$ cat src/rtl/route_vc_alloc.sv
// Single-input-port route computation and virtual-channel allocation stage.
// A header flit picks a direction and the lowest free VC; the packet then wormholes to that channel.
module route_vc_alloc #(
  parameter int DATA_WIDTH     = 32,
  parameter int ID_WIDTH       = 4,
  parameter int NUM_VC         = 2,
  parameter int MAX_ROUTERS_X  = 4,
  parameter int MAX_ROUTERS_Y  = 4,
  parameter int ROUTER_X       = 0,
  parameter int ROUTER_Y       = 0,
  parameter int ROUTING_MODE   = 0,
  parameter int ROUTING_HEADER = 0,
  localparam int CH            = 5 * NUM_VC,
  localparam int XW            = (MAX_ROUTERS_X > 1) ? $clog2(MAX_ROUTERS_X) : 1,
  localparam int YW            = (MAX_ROUTERS_Y > 1) ? $clog2(MAX_ROUTERS_Y) : 1
) (
  input  logic                     clk,
  input  logic                     rst_n,
  input  logic                     in_tvalid,
  output logic                     in_tready,
  input  logic [DATA_WIDTH-1:0]    in_tdata,
  input  logic [ID_WIDTH-1:0]      in_tid,
  input  logic                     in_tlast,
  input  logic [XW-1:0]            target_x,
  input  logic [YW-1:0]            target_y,
  input  logic [CH-1:0]            ext_busy,
  output logic [CH-1:0]            out_tvalid,
  input  logic [CH-1:0]            out_tready,
  output logic [CH*DATA_WIDTH-1:0] out_tdata,
  output logic [CH*ID_WIDTH-1:0]   out_tid,
  output logic [CH-1:0]            out_tlast,
  output logic [CH-1:0]            claim,
  output logic [15:0]              drop_cnt
);

  localparam int CHW = $clog2(CH);
  localparam logic [0:0] S_IDLE   = 1'b0;
  localparam logic [0:0] S_ACTIVE = 1'b1;
  localparam logic [XW-1:0] RX = XW'(ROUTER_X);
  localparam logic [YW-1:0] RY = YW'(ROUTER_Y);
  localparam logic [ID_WIDTH-1:0] HDR_ID = ID_WIDTH'(ROUTING_HEADER);

  logic [0:0]     r_state;
  logic [CHW-1:0] r_route_ch;
  logic [CH-1:0]  r_claim;
  logic [15:0]    r_drop_cnt;

  logic [2:0]     w_dir;
  logic [CH-1:0]  w_taken;
  logic           w_free;
  logic [CHW-1:0] w_sel;
  logic           w_is_hdr;
  logic [CHW-1:0] w_out_ch;
  logic           w_fwd_en;
  logic           w_tready;
  logic           w_fwd;
  logic           w_hs;
  logic [CH-1:0]  w_hit;

  assign w_is_hdr = (in_tid == HDR_ID);
  assign w_taken  = r_claim | ext_busy;

  // Direction codes: 0 local, 1 north, 2 east, 3 south, 4 west.
  always_comb begin
    w_dir = 3'd0;
    if (ROUTING_MODE == 0) begin
      if (target_x > RX)      w_dir = 3'd2;
      else if (target_x < RX) w_dir = 3'd4;
      else if (target_y < RY) w_dir = 3'd1;
      else if (target_y > RY) w_dir = 3'd3;
    end else begin
      if (target_y < RY)      w_dir = 3'd1;
      else if (target_y > RY) w_dir = 3'd3;
      else if (target_x > RX) w_dir = 3'd2;
      else if (target_x < RX) w_dir = 3'd4;
    end
  end

  // Descending scan so the lowest free VC wins.
  always_comb begin
    w_free = 1'b0;
    w_sel  = '0;
    for (int v = NUM_VC - 1; v >= 0; v--) begin
      if (!w_taken[int'(w_dir) * NUM_VC + v]) begin
        w_free = 1'b1;
        w_sel  = CHW'(int'(w_dir) * NUM_VC + v);
      end
    end
  end

  // Ready never looks at in_tvalid, so there is no loop back through the source.
  always_comb begin
    w_out_ch = r_route_ch;
    w_fwd_en = 1'b0;
    w_tready = 1'b1;
    if (r_state == S_ACTIVE) begin
      w_fwd_en = 1'b1;
      w_tready = out_tready[r_route_ch];
    end else if (w_is_hdr) begin
      if (w_free) begin
        w_out_ch = w_sel;
        w_fwd_en = 1'b1;
        w_tready = out_tready[w_sel];
      end else begin
        w_tready = 1'b0;
      end
    end
  end

  assign w_fwd     = in_tvalid & w_fwd_en;
  assign w_hs      = in_tvalid & w_tready;
  assign in_tready = w_tready;
  assign claim     = r_claim;
  assign drop_cnt  = r_drop_cnt;

  genvar gi;
  generate
    for (gi = 0; gi < CH; gi++) begin : g_ch
      assign w_hit[gi]      = w_fwd && (w_out_ch == CHW'(gi));
      assign out_tvalid[gi] = w_hit[gi];
      assign out_tlast[gi]  = w_hit[gi] & in_tlast;
      assign out_tdata[gi*DATA_WIDTH +: DATA_WIDTH] = w_hit[gi] ? in_tdata : '0;
      assign out_tid[gi*ID_WIDTH +: ID_WIDTH]       = w_hit[gi] ? in_tid : '0;
    end
  endgenerate

  always_ff @(posedge clk or negedge rst_n) begin
    if (!rst_n) begin
      r_state    <= S_IDLE;
      r_route_ch <= '0;
      r_claim    <= '0;
      r_drop_cnt <= '0;
    end else if (w_hs) begin
      if (r_state == S_IDLE) begin
        if (w_is_hdr) begin
          // A single-flit packet passes through without holding the channel.
          r_route_ch <= w_sel;
          if (!in_tlast) begin
            r_claim[w_sel] <= 1'b1;
            r_state        <= S_ACTIVE;
          end
        end else if (r_drop_cnt != 16'hFFFF) begin
          r_drop_cnt <= r_drop_cnt + 16'd1;
        end
      end else if (in_tlast) begin
        r_state             <= S_IDLE;
        r_claim[r_route_ch] <= 1'b0;
      end
    end
  end

endmodule

$ cat config.mk
export PLATFORM = sky130hd
export DESIGN_NAME = route_vc_alloc
export DESIGN_NICKNAME = d
export VERILOG_FILES = /design/src/rtl/route_vc_alloc.sv
export SDC_FILE = /design/constraint.sdc
export NUM_CORES = 1
export LEC_CHECK = 0
export ABC_AREA = 1
export CAP_MARGIN = 0
export CORE_AREA = 2 2 183 185
export DETAILED_ROUTE_END_ITERATION = 10
export DIE_AREA = 0 0 185 187
export GPL_TIMING_DRIVEN = 0
export PLACE_DENSITY_LB_ADDON = 0.3
export SYNTH_ARGS = -nofsm -noshare
export SYNTH_HDL_FRONTEND = slang
export SYNTH_SLANG_ARGS = --single-unit
export TNS_END_PERCENT = 20
$ cat constraint.sdc
create_clock -name clk -period 2.7 [get_ports clk]
set_input_delay 0.405 -clock clk [delete_from_list [all_inputs] [get_ports clk]]
set_output_delay 0.405 -clock clk [all_outputs]
set_load 0.02 [all_outputs]
==> results.cfg <==
[detailed_routing]
drt_iter0_drc = 263
vias = 6604
ant_nets = 0
wire_per_inst_um = 16.99
viasPerCell = 3.735
dr.pass1.iters = 4
remaining_drc_errors = 0
totalWireLength_mm = 30.04

[layout]
fillerInstances = 3612
fin_cells = 1768
multiInputGateArea_sq_um = 3217
seqCellArea_sq_um = 704.4
drive_above_1_share_pct = 41.24
nets = 1385
syn2layout_area_growth_pct = 152.1

[synth]
post_synth.cell_area_avg_sq_um = 5.487
synth_top_family_by_area = simple AND/OR/NAND/NOR gates
synth_edf_count = 0
synth_top_area_share_pct = 28.88
yosysWarningCount = 0
seq_area_frac_synth_pct = 16.69
ys.flop_type = dfrtp_1
synthAdderAreaFrac_pct = 0.2981
ys_top_cells_by_area = nor2_1 29%, dfrtp_1 17%, buf_4 14%, nand2_1 9.3%, inv_1 6.2%
synth_common_cells = 323 x nor2_1, 104 x nand2_1, 78 x buf_4
synth_compound_area_share_pct = 5.037
syn-cell-area_sq_um = 4198
synthMuxAreaShare_pct = 0
ys_types = 36
yosysMostFrequentCell = nor2_1
synthSimpleGateAreaFrac_pct = 48.17
synthesis.instances = 765
yosys.area.top_type = nor2_1
synth-xor-area-share_pct = 2.921
synth-seq-cells = 28
async_flop_share_pct = 100.0

[setup_path]
path_class = in2out
required_ns = 2.30
cp_slowest_stage_delay_ns = 0.26
crit_fanout = 6
crit_buf_inv = 8
path_cells = buf_8, nor2_4, nand2_4, nor2_4, inv_2, nand2_2, nand2_4, nand2_4, a22oi_2, buf_6, buf_6, nor2_4, nand2_8, buf_12, buf_12, buf_8, nor2_1, clkdlybuf4s15_2
crit_slowest_cell = clkdlybuf4s15_2
critical-path-top-delay-family = simple AND/OR/NAND/NOR gates
worstPathArrival_ns = 2.61
endpoint_kind = primary output
worstSetupStartpointType = primary input

[placed_design]
place_congestion = 0.7992
hpwl_mm = 21.94
dp_cells = 1676
port_buffers = 386

[hold_path]
min_path_type = in2async

[sta]
grt_setup_unrepaired = true
fmax_ghz = 0.3321
setup_ws_ns = -0.3111
hold_viol = 0
period_share_pct = 111.5
final-setup-viol-count = 285
min_period_ns = 3.011
tightestPinTransition_ns = 0.7768
finalSetupTns_ns = -45.92
skew_ns = 0.001896
drv_slew = 0
relSlewSlack_pct = 48.21

[floorplanning]
die_h_um = 187
dieArea_sq_um = 34600
coreArea_sq_um = 32860
ios = 471
initial_core_util_pct = 12.77
rows = 67
die_x_um = 185

[clock_tree]
clockBufferDepth = 2
cts_sinks = 28
cts.reportedPaths.clkPinSlew_ns = 0.07
root_buffer = clkbuf_16
clock_latency_ns = 0.26
cts_tree = done
cts_buffers = 3
htreeDepth = 1

[outcome]
violations = negative setup slack
status = complete, but fails checks

[power_and_ir_drop]
p_total_mw = 2.821
vdd_drop_max_v = 0.0003473
p_per_area_nw_per_um2 = 266.6
p_leak_nw = 5.763

[grt]
grt_overflow_total = 0
antenna_found_initial = 2
grt.total_usage_pct = 15.97
grt_pass1_vias = 6122
grt_first_pass_wirelength_mm = 41.45
grt_max_degree = 29

[job]
drv_cap = 0
[power breakdown]
part	internal, mW	switching [mW]
combinational	0.770	0.973
clock	0.295	0.150
sequential	0.509	0.125
[cell usage in the layout (no fill, tap or decap), types with 10 or more instances in the layout]
cell type	instances
nand4_1	28
nor2_1	262
nor2_2	20
nand2_2	10
buf_8	12
dfrtp_1	25
o21ai_0	13
buf_6	70
clkdlybuf4s50_1	66
inv_1	59
nand2_1	88
clkdlybuf4s15_2	57
conb_1	78
clkbuf_2	12
buf_12	20
buf_2	19
nor2_4	45
dlygate4sd2_1	93
nand3_1	13
buf_4	222
[sequential cells by signal, indices dropped and copies added, names as in the netlist]
name and count:
drop_cnt 16, r_state 1, claim 8, r_route_ch 3
[what timing repair did]
| action | in CTS | in global routing |
|---|---|---|
| gates cloned | 9 | 0 |
| setup buffers | 36 | 42 |
| setup endpoints to repair | 305 | 315 |
| gates resized for setup | 980 | 427 |
| hold endpoints to repair | 0 | 0 |
| hold buffers | 0 | 0 |
| pin swaps | 30 | 22 |
[layer usage]
metal	vias up	share of wire [%]	GRT usage [%]
li1	3305	-	-
met1	3038	41	19.04
met2	239	52	30.71
met3	18	5.5	2.064
met4	4	1.0	2.045
met5	-	0.11	0
[cells by family after synthesis]
logic type,count (synthesis)
AOI/OAI and AO/OA,32
adders and majority gates,1
buffers and inverters,196
xor gates and xnor gates,14
other,1
DFF,28
and+or+nand+nor,493
[cell type report]
cell class | count | area share, %
Antenna cell | 1 | 0.02365
Buffer | 121 | 10.84
Clock buffer | 3 | 0.7095
Clock inverter | 1 | 0.2838
Inverter | 75 | 2.980
Multi-Input combinational cell | 618 | 30.40
Sequential cell | 28 | 6.657
Tap cell | 448 | 5.297
Timing Repair Buffer | 473 | 42.80
[per-stage QoR]
stage | setup WS [ns] | hold slack [ns] | utilization (%) | area, sq um
finish | -0.3111 | 0.1746 | 32.20 | 10580
global route | -0.4357 | 0.2182 | 32.19 | 10580
CTS | -0.2932 | 0.5311 | 30.10 | 9892
detailed placement | -1.349 | 0.5109 | 27.12 | 8911
global placement | -1.338 | 0.5144 | 27.12 | 8911
floorplan | 0.2430 | 0.1094 | - | 4487
[worst paths after layout]
path | from | endpoint | slack [ns] | depth (start not counted)
max | target_x[1] | out_tdata[150] | -0.31 | 18
min | rst_n | drop_cnt[3]$_DFFE_PN0P_ | 0.17 | 1
max reg2reg | drop_cnt[0]$_DFFE_PN0P_ | drop_cnt[4]$_DFFE_PN0P_ | 0.21 | 10
min reg2reg | claim[2]$_DFFE_PN0P_ | claim[2]$_DFFE_PN0P_ | 0.53 | 2
max in group asynchronous | rst_n | r_state$_DFFE_PN0P_ | 2.04 | 1
min in group clk | claim[2]$_DFFE_PN0P_ | claim[2]$_DFFE_PN0P_ | 0.53 | 2
Note: power is estimated with default switching activity, not from simulation.
